--- config.mk ---
export PLATFORM = sky130hd
export DESIGN_NAME = crossing_sequencer
export DESIGN_NICKNAME = d
export VERILOG_FILES = /design/src/rtl/traffic_pkg.sv /design/src/rtl/button_conditioner.sv /design/src/rtl/crossing_sequencer.sv
export SDC_FILE = /design/constraint.sdc
export NUM_CORES = 1
export LEC_CHECK = 0
export BUFFER_PORTS_ARGS = -buffer_cell sky130_fd_sc_hd__buf_2
export CORE_UTILIZATION = 45
export CTS_CLUSTER_SIZE = 28
export DETAILED_ROUTE_END_ITERATION = 7
export PLACE_DENSITY = 0.6
export REMOVE_ABC_BUFFERS = 1
export SYNTH_ARGS = -nofsm -noshare
export SYNTH_HDL_FRONTEND = slang
export SYNTH_SLANG_ARGS = --single-unit
--- constraint.sdc ---
create_clock -name clk_out -period 2.75 [get_ports clk_out]
set_input_delay 0.4125 -clock clk_out [delete_from_list [all_inputs] [get_ports clk_out]]
set_output_delay 0.4125 -clock clk_out [all_outputs]
set_load 0.01 [all_outputs]
--- src/rtl/traffic_pkg.sv ---
// Shared light encodings and sequencer state codes for the crossing block.
// Latency: n/a (type and constant definitions only).
// Backpressure: n/a.
package traffic_pkg;

    // Traffic head, one-hot: red / amber / green
    localparam logic [2:0] TL_RED   = 3'b001;
    localparam logic [2:0] TL_AMBER = 3'b010;
    localparam logic [2:0] TL_GREEN = 3'b100;

    // Pedestrian head: don't-walk, walk, dark (off half of the flash)
    localparam logic [1:0] PED_STOP = 2'b01;
    localparam logic [1:0] PED_WALK = 2'b10;
    localparam logic [1:0] PED_DARK = 2'b00;

    // Phase codes, also exported on the phase output
    typedef enum logic [2:0] {
        INIT    = 3'd0,
        GREEN   = 3'd1,
        AMBER   = 3'd2,
        ALLRED1 = 3'd3,
        WALK    = 3'd4,
        CLEAR   = 3'd5,
        ALLRED2 = 3'd6
    } state_t;

    // Larger of two durations, used to size the phase timer
    function automatic int max2(input int a, input int b);
        return (a > b) ? a : b;
    endfunction

endpackage

--- src/rtl/button_conditioner.sv ---
// Synchronises and debounces a raw push-button into a single-cycle press pulse.
// Latency: press_vld rises DEBOUNCE+2 edges after the button is first sampled high.
// Backpressure: none; press_vld is a one-cycle pulse the consumer must capture.
module button_conditioner #(
    parameter int DEBOUNCE = 3
) (
    input  logic clk_out,
    input  logic reset,
    input  logic button,
    output logic press_vld
);

    localparam int CW = $clog2(DEBOUNCE + 1);
    localparam logic [CW-1:0] DB_MAX = CW'(DEBOUNCE);
    localparam logic [CW-1:0] DB_ARM = CW'(DEBOUNCE - 1);

    logic          sync1;
    logic          sync2;
    logic [CW-1:0] cnt;

    // Two-flop synchroniser for the asynchronous button
    always_ff @(posedge clk_out or posedge reset) begin
        if (reset) begin
            sync1 <= 1'b0;
            sync2 <= 1'b0;
        end else begin
            sync1 <= button;
            sync2 <= sync1;
        end
    end

    // Run-length of synchronised highs; saturates so a held button fires only once
    always_ff @(posedge clk_out or posedge reset) begin
        if (reset) begin
            cnt <= '0;
        end else if (!sync2) begin
            cnt <= '0;
        end else if (cnt != DB_MAX) begin
            cnt <= cnt + 1'b1;
        end
    end

    // Pulse on the edge where the run length reaches DEBOUNCE
    always_ff @(posedge clk_out or posedge reset) begin
        if (reset) begin
            press_vld <= 1'b0;
        end else begin
            press_vld <= sync2 && (cnt == DB_ARM);
        end
    end

endmodule

--- src/rtl/crossing_sequencer.sv ---
// Sequences traffic and pedestrian phases from a debounced request button.
// Latency: outputs registered, change on the state-entry edge (CLEAR flash toggles each edge).
// Backpressure: none; a request stays latched in req_pending until the walk phase begins.
module crossing_sequencer
    import traffic_pkg::*;
#(
    parameter int GREEN_MIN = 30,
    parameter int AMBER_T   = 3,
    parameter int ALLRED_T  = 1,
    parameter int WALK_T    = 10,
    parameter int CLEAR_T   = 4,
    parameter int DEBOUNCE  = 3
) (
    input  logic       clk_out,
    input  logic       reset,
    input  logic       button,
    output logic [2:0] traff_light,
    output logic [1:0] pedes_light,
    output logic       req_pending,
    output logic [2:0] phase
);

    localparam int TMAX = max2(max2(max2(GREEN_MIN, AMBER_T), max2(ALLRED_T, WALK_T)), CLEAR_T);
    localparam int TW   = (TMAX > 1) ? $clog2(TMAX) : 1;

    // Timer reload values: a phase of N cycles counts N-1 down to 0
    localparam logic [TW-1:0] LD_GREEN  = TW'(GREEN_MIN - 1);
    localparam logic [TW-1:0] LD_AMBER  = TW'(AMBER_T - 1);
    localparam logic [TW-1:0] LD_ALLRED = TW'(ALLRED_T - 1);
    localparam logic [TW-1:0] LD_WALK   = TW'(WALK_T - 1);
    localparam logic [TW-1:0] LD_CLEAR  = TW'(CLEAR_T - 1);

    state_t        state;
    logic [TW-1:0] timer;
    logic          timer_done;
    logic          press_vld;

    button_conditioner #(
        .DEBOUNCE (DEBOUNCE)
    ) u_button (
        .clk_out   (clk_out),
        .reset     (reset),
        .button    (button),
        .press_vld (press_vld)
    );

    assign timer_done = (timer == '0);
    assign phase      = state;

    // Phase FSM with timer, registered lights and the pending-request latch
    always_ff @(posedge clk_out or posedge reset) begin
        if (reset) begin
            state       <= INIT;
            timer       <= '0;
            traff_light <= TL_RED;
            pedes_light <= PED_STOP;
            req_pending <= 1'b0;
        end else begin
            // Walk entry consumes the request and beats a same-cycle press;
            // presses during the walk itself are dropped.
            if (state == ALLRED1 && timer_done) begin
                req_pending <= 1'b0;
            end else if (press_vld && state != WALK) begin
                req_pending <= 1'b1;
            end

            // Count down; holds at 0 so GREEN can wait for a request
            if (!timer_done) begin
                timer <= timer - 1'b1;
            end

            case (state)
                INIT: begin
                    state       <= GREEN;
                    timer       <= LD_GREEN;
                    traff_light <= TL_GREEN;
                    pedes_light <= PED_STOP;
                end
                GREEN: begin
                    if (timer_done && req_pending) begin
                        state       <= AMBER;
                        timer       <= LD_AMBER;
                        traff_light <= TL_AMBER;
                    end
                end
                AMBER: begin
                    if (timer_done) begin
                        state       <= ALLRED1;
                        timer       <= LD_ALLRED;
                        traff_light <= TL_RED;
                    end
                end
                ALLRED1: begin
                    if (timer_done) begin
                        state       <= WALK;
                        timer       <= LD_WALK;
                        pedes_light <= PED_WALK;
                    end
                end
                WALK: begin
                    if (timer_done) begin
                        state       <= CLEAR;
                        timer       <= LD_CLEAR;
                        pedes_light <= PED_WALK;
                    end
                end
                CLEAR: begin
                    if (timer_done) begin
                        state       <= ALLRED2;
                        timer       <= LD_ALLRED;
                        pedes_light <= PED_STOP;
                    end else begin
                        pedes_light <= (pedes_light == PED_WALK) ? PED_DARK : PED_WALK;
                    end
                end
                ALLRED2: begin
                    if (timer_done) begin
                        state       <= GREEN;
                        timer       <= LD_GREEN;
                        traff_light <= TL_GREEN;
                    end
                end
                default: begin
                    state       <= INIT;
                    timer       <= '0;
                    traff_light <= TL_RED;
                    pedes_light <= PED_STOP;
                end
            endcase
        end
    end

endmodule

# After elaboration in Yosys (flattened, before gate mapping)
# Cells that the tools add are included.
[totals]
regBits = 19
input_bits = 3
output_inout_bits = 9
wordCells = 68
[op_classes]
add_sub_neg = 2
n_eq_ne = 18
n_mux = 23
n_bitwise = 2
reduce_logical = 14
[ops]
columns = ["cell", "n"]
rows = [
  ["$mux 5", 6],
  ["$pmux 5 s6", 1],
  ["$pmux 3 s7", 1],
  ["$mux 3", 6],
  ["$ne 2x2->1 const B", 8],
  ["$pmux 3 s5", 1],
  ["$mux 2", 5],
  ["$eq 3x3->1 const B", 3],
  ["$eq 3x2->1 const B", 2],
  ["$pmux 2 s3", 1],
  ["$reduce_and 6->1", 1],
  ["$reduce_or 3->1", 2],
  ["$logic_not 5->1", 1],
  ["$sub 5x1->5 const B", 1],
  ["$eq 2x2->1 const B", 2],
  ["$logic_and 1x1->1", 4],
  ["$reduce_and 4->1", 1],
  ["$reduce_or 2->1", 2],
  ["$eq 3x1->1 const B", 1],
  ["$logic_not 3->1", 1],
  ["$ne 3x3->1 const B", 1],
  ["$add 2x1->2 const B", 1],
  ["$mux 1", 2],
  ["$ne 2x1->1 const B", 1],
  ["3 further kinds", 4],
]

# Longest topological paths before layout
[depth]
depth_word = 4
ltp_mapped = 9
ltp_nobuf = 9

# Cells and area by module
# From an unflattened synthesis, not the netlist that was laid out.
[hier_totals]
cells_unflattened = 128
hier_area_um2 = 1204.9
[modules_own_cells]
columns = ["module", "n_inst", "cells_per_inst", "area_each_um2", "seq_area_each_um2"]
rows = [
  ["crossing_sequencer", 1, 113, 1004.7, 352.8],
  ["button_conditioner", 1, 15, 200.2, 125.1],
]

# Worst setup path after synthesis
# No wires, ideal clock.
[synth_timing]
kind = "register to register"
from = "register timer[0]"
to = "register timer[0]"
setup_time_ns = 0.137
t_arrival_ns = 1.641
t_required_ns = 2.613
slack_ns = 0.972
path_stages_with_launch = 10
n_path_buf = 0
period_less_slack_ns = 1.778
path_cell_list = "dfrtp_1 > inv_1 > ha_1 > nor4b_4 > inv_2 > ha_1 > inv_1 > o22ai_1 > o21ai_0 > o211ai_1"
[synth_between]
elab_chain_len = 4
word_cells_on_any_way = 10
cone_classes = "add/sub: 1; mux: 7; reduce/logical: 2"
[synth_lines]
columns = ["element", "line", "rtl"]
rows = [
  ["start, declared", "crossing_sequencer.sv:34", "logic [TW-1:0] timer;"],
  ["start signal, assigned", "crossing_sequencer.sv:69", "timer <= timer - 1'b1;"],
  ["$sub 5x1->5 or $logic_not 5->1 (tied branches)", "crossing_sequencer.sv:69, crossing_sequencer.sv:47", ""],
  ["$mux 5 or $logic_and 1x1->1 (tied branches)", "crossing_sequencer.sv:68, crossing_sequencer.sv:80", ""],
  ["$mux 5, on equally long branches", "-", ""],
  ["$pmux 5 s6 (*)", "crossing_sequencer.sv:72", "case (state)"],
]
# Every way passes the cells marked *; elsewhere a longest branch is shown, timed or not.
# A chain may end at the register's enable or synchronous reset.

# Worst setup path in the final report
# Ends and elaborated chain as after synthesis.

==> qor.txt <==
WL met3: 34 µm
Tot GR Track Use: 20.4%
Max Root-Sink Buffers: 2
Die H: 52.3 µm
Syn avg cell area: 8.91 µm²
Min Tclk post-route: 2050 ps
Ys async rst share: 100%
Final period utilization: 74.6%
Reg2Reg Launch Point: timer[0]
Clock-pin slew on the worst setup and hold paths: 120 ps
WHS: 208 ps
Routed Antenna Nets: 0
Placed Area: 1200 µm²
Post-CTS setup repair buffer count: 0
Diodes inserted: 0
CTS resizes: 0
Worst-Margin Slew: 788 ps
Max Clock Freq: 487 MHz
Final setup margin: 698 ps
Latest clock arrival within the worst-skew pair: 300 ps
Slew Limit Fails: 0
Clock Sinks: 19
Static leakage: 0.536 nW
Aggregate routed wire length: 2410 µm
#FFs+latches synth: 19
Top cells by area, synth: dfrtp_1, ha_1, o21ai_0
Type of the tightest min-delay check: in2async
Total power: 1.12 mW
Startpoint types: flop
CP endpoint kind: flop
Critical Path RT: 2910 ps
Die area: 2740 µm²
Syn. warnings: 0
Met1 WL: 1180 µm
WL/cell: 14.6 µm
CP arrival: 2210 ps
Critical Path Source: timer[0]
Wire length on met2: 1170 µm
R2R depth: 10
Top cell type's share of synthesized area: 37.3%
Filler instances: 213
Initial antenna violation count: 0
Post-synthesis cell count: 128
CTS tree: built
Worst flop-to-flop path endpoint: timer[0]
Via density: 5.65
Post-DP HPWL: 1660 µm
Crit Path Max Fanout: 14
Die width: 52.3 µm
Starting Density: 49.6%
I/O pins: 12
Layout cell share with drive strength beyond 1: 15.3%
Vias in the first global route: 870
Via count: 933
Status: finished, final reports clean
Clock skew: 9.45 ps
Final setup TNS: 0 ps
Fin nets: 146
Max-cap check violation count: 0
Setup Viol. Count Final: 0
Final hold violations: 0
Core area: 2300 µm²
DRC viols: 0
Largest net degree at the start of global routing: 27
Iter 0 DRT Violations: 13
Cell taking the most area after synthesis: dfrtp_1
Max layer used: met4
First-pass GRT wire length: 4030 µm
Routability cong.: 0.861
Ys flop type: dfrtp_1
Final Instance Area: 1220 µm²
Post-synth cell types: 37
RSZ-0062 raised after global routing: no
H-tree depth: 1
Synth Cell Area: 1140 µm²
End point of the critical path: timer[0]
Reg2reg setup slack: 700 ps
Synth-to-Final Area Change: 7.46%
Post-synthesis sequential area ratio: 41.9%
Top-count cell post-synth: dfrtp_1
CTS Buf Count: 3
Pwr Density: 915 nW/µm²
Most frequent cells after synthesis: dfrtp_1, o21ai_0, nand2_1
Gr ovfl total: 0
Num rows: 17
Clock root cell: clkbuf_4
Rel. slew slack: 47.5%
Dpl ws: 726 ps
Crit Path Class: reg2reg
EDFF count, synth: 0
Max VDD drop: 566 µV
DR pass1 iterations: 4
IO Port Bufs: 11
Cts hold-fix bufs: 0
==> power by group <==
group          total, mW  switching (mW)  internal (mW)
sequential         0.529           0.162          0.367
clock              0.148          0.0940         0.0542
combinational      0.444           0.231          0.213
total               1.12           0.487          0.634
==> metrics by stage <==
step,std cells,util [%]
2_1_floorplan,121,-
3_3_place_gp,161,52.1
3_5_place_dp,161,52.1
4_1_cts,165,53.3
5_1_grt,165,53.3
6_report,165,53.3
==> per-layer routing <==
metal | GRT usage [%] | up-vias
met3 | 3.48 | 2
met2 | 33.5 | 9
li1 | - | 464
met5 | 0 | -
met1 | 26.4 | 458
met4 | 7.89 | 0
==> critical path: stages (launching register included) <==
cell      delay (ps)
dfrtp_1          430
inv_1             90
ha_1             220
nor4b_4          210
buf_4            230
inv_2            120
ha_1             210
inv_1             50
o22ai_1           60
o21ai_0          170
o211ai_1         110
==> cells by family (layout without fill, tap and decap cells) <==
logic type / Yosys count / count (layout) / share of synthesized area, %
buffers and inverters: 17 / 26 / 6.81
AND/OR/NAND/NOR: 43 / 43 / 20.6
AO/OA/AOI/OAI: 40 / 40 / 22.1
adder cells (fa/ha/maj): 5 / 5 / 5.49
XOR/XNOR: 4 / 4 / 3.07
flip-flops: 19 / 19 / 41.9
==> layout by cell type, fill, tap and decap left out, types with 3 or more instances in the layout <==
cell type / instances
dfrtp_1: 17
o21ai_0: 12
nand2_1: 11
buf_2: 11
a21oi_1: 9
inv_1: 9
nor2_1: 8
nor3_1: 5
ha_1: 5
and2_1: 4
nor2b_1: 4
o31ai_1: 3
o22ai_1: 3
a211oi_1: 3
nand3_1: 3
clkbuf_4: 3
==> how the worst min path moves through the flow <==
| stage | startpoint | to | slack (ps) | depth (start not counted) |
|---|---|---|---|---|
| global route | button | u_button.sync1 | 190 | 1 |
| detailed placement | u_button.sync1 | u_button.sync2 | 340 | 0 |
| CTS | button | u_button.sync1 | 200 | 1 |
| floorplan | u_button.sync1 | u_button.sync2 | 330 | 0 |
| finish | reset | phase[2] | 210 | 2 |
| global placement | u_button.sync1 | u_button.sync2 | 340 | 0 |
==> sequential cells by signal, indices dropped and copies added (netlist names) <==
signal and flops:
req_pending 1, u_button.press_vld 1, u_button.sync2 1, phase 3, u_button.cnt 2, timer 5
u_button.sync1 1, pedes_light 2, traff_light 3
==> final cells by class <==
cell class / count / area (µm²) / area share (%)
Clock buffer: 3 / 22.5 / 1.84
Tap cell: 28 / 35.0 / 2.86
Inverter: 10 / 37.5 / 3.06
Sequential cell: 19 / 478 / 39.0
Multi-Input combinational cell: 92 / 584 / 47.7
Timing Repair Buffer: 12 / 62.6 / 5.11
Clock inverter: 1 / 5.00 / 0.409
Power figures use the tool's default switching activity.
